===== src/rtl/regbank_wr_arbiter_if.sv =====
// Write-request bus between the two requesters (A: ALU writeback, B: load unit) and the
// register-bank write scheduler, plus the registered bank-side write port.
interface regbank_wr_arbiter_if #(
  parameter int unsigned NREG = 8,
  parameter int unsigned AW   = 3,
  parameter int unsigned DW   = 7
);
  logic            hold;
  logic            req_a;
  logic [AW-1:0]   addr_a;
  logic [DW-1:0]   data_a;
  logic            req_b;
  logic [AW-1:0]   addr_b;
  logic [DW-1:0]   data_b;
  logic            gnt_a;
  logic            gnt_b;
  logic [NREG-1:0] chosen;
  logic            w_en;
  logic [DW-1:0]   w_data;
  logic            busy;
  logic            err;

  modport master (
    output hold, req_a, addr_a, data_a, req_b, addr_b, data_b,
    input  gnt_a, gnt_b, chosen, w_en, w_data, busy, err
  );

  modport slave (
    input  hold, req_a, addr_a, data_a, req_b, addr_b, data_b,
    output gnt_a, gnt_b, chosen, w_en, w_data, busy, err
  );
endinterface


===== src/rtl/regbank_wr_arbiter.sv =====
// Round-robin scheduler sharing the single register-bank write path between requesters A and B.
// Grants are combinational; the winning write is registered into a one-cycle issue stage.
module regbank_wr_arbiter #(
  parameter int unsigned NREG = 8,
  parameter int unsigned AW   = 3,
  parameter int unsigned DW   = 7
) (
  input logic               clk,
  input logic               rst,
  regbank_wr_arbiter_if.slave bus
);

  localparam logic [AW:0] NREG_W = (AW+1)'(NREG);

  typedef enum logic [1:0] {
    S_IDLE  = 2'b00,
    S_ISS_A = 2'b01,
    S_ISS_B = 2'b10
  } state_e;

  state_e          state_q;
  logic            rr_b_q;      // 1: B wins the next tie
  logic [NREG-1:0] chosen_q;
  logic            w_en_q;
  logic            err_q;
  logic [DW-1:0]   w_data_q;

  logic            gnt_a_c;
  logic            gnt_b_c;
  logic [AW-1:0]   win_addr;
  logic [DW-1:0]   win_data;
  logic            win_legal;

  // Grant selection and mux of the winning request
  always_comb begin
    gnt_a_c   = 1'b0;
    gnt_b_c   = 1'b0;
    win_addr  = bus.addr_a;
    win_data  = bus.data_a;
    win_legal = 1'b0;
    if (!bus.hold) begin
      gnt_a_c = bus.req_a && (!bus.req_b || !rr_b_q);
      gnt_b_c = bus.req_b && (!bus.req_a ||  rr_b_q);
    end
    if (gnt_b_c) begin
      win_addr = bus.addr_b;
      win_data = bus.data_b;
    end
    // Full-width compare: out-of-range addresses are flagged, never wrapped
    win_legal = ((AW+1)'(win_addr) < NREG_W);
  end

  // Issue stage: state tracks which requester owns the registered write
  always_ff @(posedge clk or posedge rst) begin
    if (rst) begin
      state_q  <= S_IDLE;
      rr_b_q   <= 1'b0;
      chosen_q <= '0;
      w_en_q   <= 1'b0;
      err_q    <= 1'b0;
      w_data_q <= '0;
    end else if (gnt_a_c || gnt_b_c) begin
      state_q  <= gnt_b_c ? S_ISS_B : S_ISS_A;
      rr_b_q   <= gnt_a_c;
      w_data_q <= win_data;
      w_en_q   <= win_legal;
      chosen_q <= win_legal ? (NREG'(1) << win_addr) : '0;
      err_q    <= !win_legal;
    end else begin
      state_q  <= S_IDLE;
      chosen_q <= '0;
      w_en_q   <= 1'b0;
      err_q    <= 1'b0;
    end
  end

  assign bus.gnt_a  = gnt_a_c;
  assign bus.gnt_b  = gnt_b_c;
  assign bus.chosen = chosen_q;
  assign bus.w_en   = w_en_q;
  assign bus.w_data = w_data_q;
  assign bus.err    = err_q;
  assign bus.busy   = (state_q != S_IDLE);

endmodule


===== src/flat_wrapper.sv =====
// flat-port wrapper written by rule: the top's interface ports become plain ports
module regbank_wr_arbiter_flat 
#(
  parameter int unsigned NREG = 8,
  parameter int unsigned AW   = 3,
  parameter int unsigned DW   = 7
)
  (clk, rst, bus_hold, bus_req_a, bus_addr_a, bus_data_a, bus_req_b, bus_addr_b, bus_data_b, bus_gnt_a, bus_gnt_b, bus_chosen, bus_w_en, bus_w_data, bus_busy, bus_err);
  regbank_wr_arbiter_if #(.NREG(NREG), .AW(AW), .DW(DW)) bus_i ();
  input logic clk;
  input logic rst;
  input wire logic [$bits(bus_i.hold)-1:0] bus_hold;
  input wire logic [$bits(bus_i.req_a)-1:0] bus_req_a;
  input wire logic [$bits(bus_i.addr_a)-1:0] bus_addr_a;
  input wire logic [$bits(bus_i.data_a)-1:0] bus_data_a;
  input wire logic [$bits(bus_i.req_b)-1:0] bus_req_b;
  input wire logic [$bits(bus_i.addr_b)-1:0] bus_addr_b;
  input wire logic [$bits(bus_i.data_b)-1:0] bus_data_b;
  output wire logic [$bits(bus_i.gnt_a)-1:0] bus_gnt_a;
  output wire logic [$bits(bus_i.gnt_b)-1:0] bus_gnt_b;
  output wire logic [$bits(bus_i.chosen)-1:0] bus_chosen;
  output wire logic [$bits(bus_i.w_en)-1:0] bus_w_en;
  output wire logic [$bits(bus_i.w_data)-1:0] bus_w_data;
  output wire logic [$bits(bus_i.busy)-1:0] bus_busy;
  output wire logic [$bits(bus_i.err)-1:0] bus_err;
  assign bus_i.hold = bus_hold;
  assign bus_i.req_a = bus_req_a;
  assign bus_i.addr_a = bus_addr_a;
  assign bus_i.data_a = bus_data_a;
  assign bus_i.req_b = bus_req_b;
  assign bus_i.addr_b = bus_addr_b;
  assign bus_i.data_b = bus_data_b;
  assign bus_gnt_a = bus_i.gnt_a;
  assign bus_gnt_b = bus_i.gnt_b;
  assign bus_chosen = bus_i.chosen;
  assign bus_w_en = bus_i.w_en;
  assign bus_w_data = bus_i.w_data;
  assign bus_busy = bus_i.busy;
  assign bus_err = bus_i.err;
  regbank_wr_arbiter #(.NREG(NREG), .AW(AW), .DW(DW)) u_core (.clk(clk), .rst(rst), .bus(bus_i));
endmodule

===== config.mk =====
export PLATFORM = sky130hd
export DESIGN_NAME = regbank_wr_arbiter_flat
export DESIGN_NICKNAME = d
export VERILOG_FILES = /design/src/rtl/regbank_wr_arbiter_if.sv /design/src/rtl/regbank_wr_arbiter.sv /design/src/flat_wrapper.sv
export SDC_FILE = /design/constraint.sdc
export NUM_CORES = 1
export LEC_CHECK = 0
export ABC_AREA = 0
export ABC_CLOCK_PERIOD_IN_PS = 2000
export BUFFER_PORTS_ARGS = -buffer_cell sky130_fd_sc_hd__buf_2
export CAP_MARGIN = 10
export CORE_MARGIN = 2
export CORE_UTILIZATION = 42
export CTS_BUF_LIST = sky130_fd_sc_hd__clkbuf_4 sky130_fd_sc_hd__clkbuf_8 sky130_fd_sc_hd__clkbuf_16
export CTS_CLUSTER_DIAMETER = 50
export DETAILED_ROUTE_END_ITERATION = 10
export GPL_TIMING_DRIVEN = 0
export PLACE_DENSITY = 0.74
export SYNTH_ARGS = -nofsm -noshare
export SYNTH_HDL_FRONTEND = slang
export SYNTH_SLANG_ARGS = --single-unit

===== constraint.sdc =====
create_clock -name clk -period 2 [get_ports clk]
set_input_delay 0.4 -clock clk [delete_from_list [all_inputs] [get_ports clk]]
set_output_delay 0.4 -clock clk [all_outputs]
set_load 0.01 [all_outputs]

---- Yosys cells after proc, flatten, opt, wreduce, memory -nomap -nowiden ----
Index checks and enable logic that the tools add are counted.
operators by class
  reductions and logical operators ........ 9
  muxes and demuxes ....................... 8
  shifts and indexed selects .............. 1
operator list
  cell                   number
  $mux W8                1
  $shl A1 B3 Y8 const A  1
  $mux W7                1
  $mux W2                2
  $logic_not A1 Y1       3
  $logic_or A1 B1 Y1     3
  $mux W1                3
  $mux W3                1
  $logic_and A1 B1 Y1    2
  $reduce_bool A2 Y1     1
word-level totals
  register bits ........................... 19

---- Logic depth before layout (Yosys ltp) ----
  word-level depth ........................ 7
  depth in mapped cells ................... 5
  depth with buffers taken out ............ 3

---- Least setup slack after synthesis ----
OpenSTA, ideal clock, no wires.
  path kind ............................... in2reg
  start ................................... input bus_req_a
  end ..................................... register u_core.chosen_q[5], in the netlist u_core.bus.chosen[5]
  data arrival time ....................... 1,333 ps
  data required time ...................... 1,906 ps
  setup slack ............................. 573 ps
  stages on the path ...................... 4
  cell sequence ........................... nor2b_1 > buf_6 > or4b_4 > a211oi_1
on the way
  cells in the longest elaborated chain, start to end .. 7
RTL lines
  item                    line                      source
  start: declaration      flat_wrapper.sv:13        input wire logic [$bits(bus_i.req_a)-1:0] bus_req_a;
  $logic_not A1 Y1        regbank_wr_arbiter.sv:43  gnt_b_c = bus.req_b && (!bus.req_a || rr_b_q);
  $logic_or A1 B1 Y1      regbank_wr_arbiter.sv:43
  $logic_and A1 B1 Y1     regbank_wr_arbiter.sv:43
  $mux W1                 regbank_wr_arbiter.sv:41  if (!bus.hold) begin
  $mux W3                 regbank_wr_arbiter.sv:45  if (gnt_b_c) begin
  $shl A1 B3 Y8           regbank_wr_arbiter.sv:67  chosen_q <= win_legal ? (NREG'(1) << win_addr) : '0;
  $mux W8 (*)             regbank_wr_arbiter.sv:62  end else if (gnt_a_c || gnt_b_c) begin
  end signal: assignment  regbank_wr_arbiter.sv:67
  end: declaration        regbank_wr_arbiter.sv:23  logic [NREG-1:0] chosen_q;
Mark *: on every way between the ends. The rest lies on a longest branch, timed or not.
A chain may end at the register's enable or synchronous reset.

---- Final worst setup path ----
  start ................................... input bus_hold
  end ..................................... output bus_gnt_b
on the way
  cells in the longest elaborated chain, start to end .. 1
RTL lines
  item                line                      source
  start: declaration  flat_wrapper.sv:12        input wire logic [$bits(bus_i.hold)-1:0] bus_hold;
  $mux W1             regbank_wr_arbiter.sv:41
  end: declaration    flat_wrapper.sv:20        output wire logic [$bits(bus_i.gnt_b)-1:0] bus_gnt_b;
Every way passes these cells.

==> results.yml <==
outcome:
  outcome: "completed"
critical_path:
  worstReg2RegStart: "u_core.rr_b_q"
  crit_start: "bus_hold"
  worstSetupPathType: "in2out"
  crit_path_end_kind: "primary output"
  rrSetupSlack_ns: 0.54
  worstPathRequired_ns: 1.60
  worstRegToRegCells: 4
  critical_path_arrival_ns: 1.36
  cp-start-kind: "input pin"
  endpoint: "bus_gnt_b"
  cp_max_fo: 10
  rr_endpoint: "u_core.bus.chosen[1]"
placement:
  place_inst: 164
  portBuffers: 43
  place_congestion: 0.766
  dpl_worst_slack_ns: 0.225
  dpl-instance-area_mm2: 0.00116
  post-dp-hpwl_mm: 1.66
final_layout:
  antenna_cells: 0
  area_growth_syn_to_layout_pct: 30.3
  fin_area_mm2: 0.00118
  nets: 166
  fin_cells: 167
  drive_above_1_share: 0.393
  fin_util: 0.592
floorplanning:
  pin_count: 45
  die_w_um: 50.5
  row_count: 16
  die_h_um: 50.5
  initial_core_util: 0.454
  core_area_mm2: 0.00200
  die-area_mm2: 0.00255
detailed_routing:
  antenna_left: 0
  drt_pre_antenna_iters: 5
  routed_wl_mm: 2.13
  route.detailed.drc: 0
  vias: 872
  wire_per_inst_um: 12.7
  via_per_inst: 5.22
  drtIter0Drc: 20
synthesis:
  synth_top_family_by_area: "compound AO/OA/AOI/OAI gates"
  synth_cell_types: 26
  yosysWarnings: 0
  synth.mux.area_fraction: 0
  synth-simple-area-share: 0.188
  syn_inst: 94
  yosys.area_share.xor_xnor: 0
  syn_area_um2: 910
  synth_compound_area_frac: 0.226
  synth_seq_area_share: 0.523
  postSynthAreaPerCell_um2: 9.68
  synthAdderAreaFrac: 0
  synth_fp_nets: 119
  synth_seq_cells: 19
sta:
  hold_viol: 0
  max_slew_margin: 0.534
  finalSetupViolCount: 0
  maxSlewViolCount: 0
  totalNegativeSetupSlack_ns: 0
  hold_ws_ns: 0.200
  period_needed_ns: 1.76
  tightest_slew_ns: 0.698
  finalCritPeriodShare: 0.881
  rsz0062_at_grt: "no"
  setup_ws_ns: 0.239
  fin_skew_ns: 0.0110
  fmax_mhz: 568
cts:
  max-clock-path-buffers: 2
  cts_hold_repair.buffers: 0
  cts_sinks: 19
  clkLatencyLatePin_ns: 0.29
  cts_tree: "yes"
  root_buffer: "clkbuf_4"
  path_clk_slew_ns: 0.11
  cts_inserted_buffers: 3
  htreeDepth: 1
grt:
  grt_pass1_wl_mm: 3.39
  grt_use_met3: 0.0149
  grt_use_met1: 0.243
  grt_pass1_vias: 773
  track_usage: 0.173
  grt_antenna_before_repair: 0
  met2_usage: 0.279
  overflow: 0
  grt_max_degree: 20
  grt_busiest_layer: "met2"
power_and_ir_drop:
  max-vdd-ir-drop_mv: 0.359
  p_total_mw: 0.833
  p_leak_nw: 0.582
  p_per_area_mw_per_mm2: 703
min_path:
  hold_path_class: "in2async"
flow_run:
  cap_violations: 0
-- repair_timing --
action,in CTS,in global routing
buffers inserted,0,0
endpoints found under the hold margin,0,0
setup endpoints to repair,0,1
gates resized for setup,0,0
-- sequential cells by signal, indices dropped and copies added (netlist names) --
name	count
u_core.rr_b_q	1
u_core.bus.w_data	7
u_core.bus.chosen	8
u_core.state_q	2
u_core.bus.w_en	1
-- metal layers --
layer / up-vias / routed length, um
met5: - / 0
met4: 0 / 23
met3: 6 / 129
met2: 40 / 1040
met1: 401 / 933
li1: 425 / -
-- area by class of cell --
cell class | instances | area [um^2]
Fill cell | 194 | 817
Sequential cell | 19 | 475
Multi-Input combinational cell | 64 | 380
Timing Repair Buffer | 43 | 215
Buffer | 7 | 38.8
Tap cell | 27 | 33.8
Clock buffer | 4 | 30.0
Inverter | 3 | 11.3
-- worst max-delay path: stages --
cell	delay (ns)
buf_2	0.11
nand2b_1	0.26
clkbuf_1	0.37
nor2_1	0.07
buf_2	0.15
-- cell families (layout without fill, tap and decap cells) --
family | count (synthesis) | after routing
flip-flops | 19 | 19
other | 1 | 1
buffers and inverters | 11 | 57
AO/OA/AOI/OAI | 31 | 31
AND/OR/NAND/NOR | 32 | 32
-- placed cells by master (no fill, tap or decap) --
cell / instances
or3_1: 1
dfrtp_1: 19
o21ai_0: 11
nand3_1: 7
or2_2: 1
conb_1: 1
a211oi_1: 8
o22a_1: 1
clkbuf_4: 4
inv_1: 3
nand2_1: 3
buf_2: 44
or4_1: 1
a21bo_2: 1
nor2_1: 12
or2b_1: 1
nand2b_1: 1
nor2b_1: 3
a31oi_1: 7
o21ba_2: 1
clkbuf_1: 3
or4b_4: 2
buf_6: 1
buf_4: 1
o211ai_1: 1
buf_1: 1
o32a_1: 1
-- how the worst min path moves through the flow --
stage                              from              endpoint  slack [ns]  cells past startpoint
final                               rst  u_core.bus.w_data[2]        0.20                      2
after global routing                rst  u_core.bus.w_data[2]        0.28                      2
after CTS                           rst  u_core.bus.w_data[2]        0.23                      2
after detailed placement  u_core.rr_b_q         u_core.rr_b_q        0.52                      2
after global placement    u_core.rr_b_q         u_core.rr_b_q        0.52                      2
after floorplan                     rst  u_core.bus.chosen[0]        0.35                      1
-- where the power goes --
part / switching (mW) / internal, mW
registers: 0.0149 / 0.417
clock network: 0.112 / 0.0908
logic: 0.114 / 0.0845
total: 0.241 / 0.592
-- cell usage after synthesis --
master | number | share of area
or3_1 | 1 | 0.0069
o22a_1 | 1 | 0.0096
o21ba_2 | 1 | 0.011
buf_4 | 1 | 0.0083
buf_2 | 1 | 0.0055
nand2_1 | 3 | 0.012
a211oi_1 | 8 | 0.066
nor2b_1 | 3 | 0.021
buf_6 | 1 | 0.012
inv_1 | 3 | 0.012
o21ai_0 | 11 | 0.061
or2_2 | 1 | 0.0069
nor2_1 | 12 | 0.050
or4b_4 | 2 | 0.030
nand3_1 | 7 | 0.039
conb_1 | 1 | 0.0041
buf_1 | 1 | 0.0041
o32a_1 | 1 | 0.011
clkbuf_1 | 4 | 0.017
a21bo_2 | 1 | 0.011
or2b_1 | 1 | 0.0083
a31oi_1 | 7 | 0.048
or4_1 | 1 | 0.0083
nand2b_1 | 1 | 0.0069
dfrtp_1 | 19 | 0.52
o211ai_1 | 1 | 0.0083
Power figures use the tool's default switching activity.
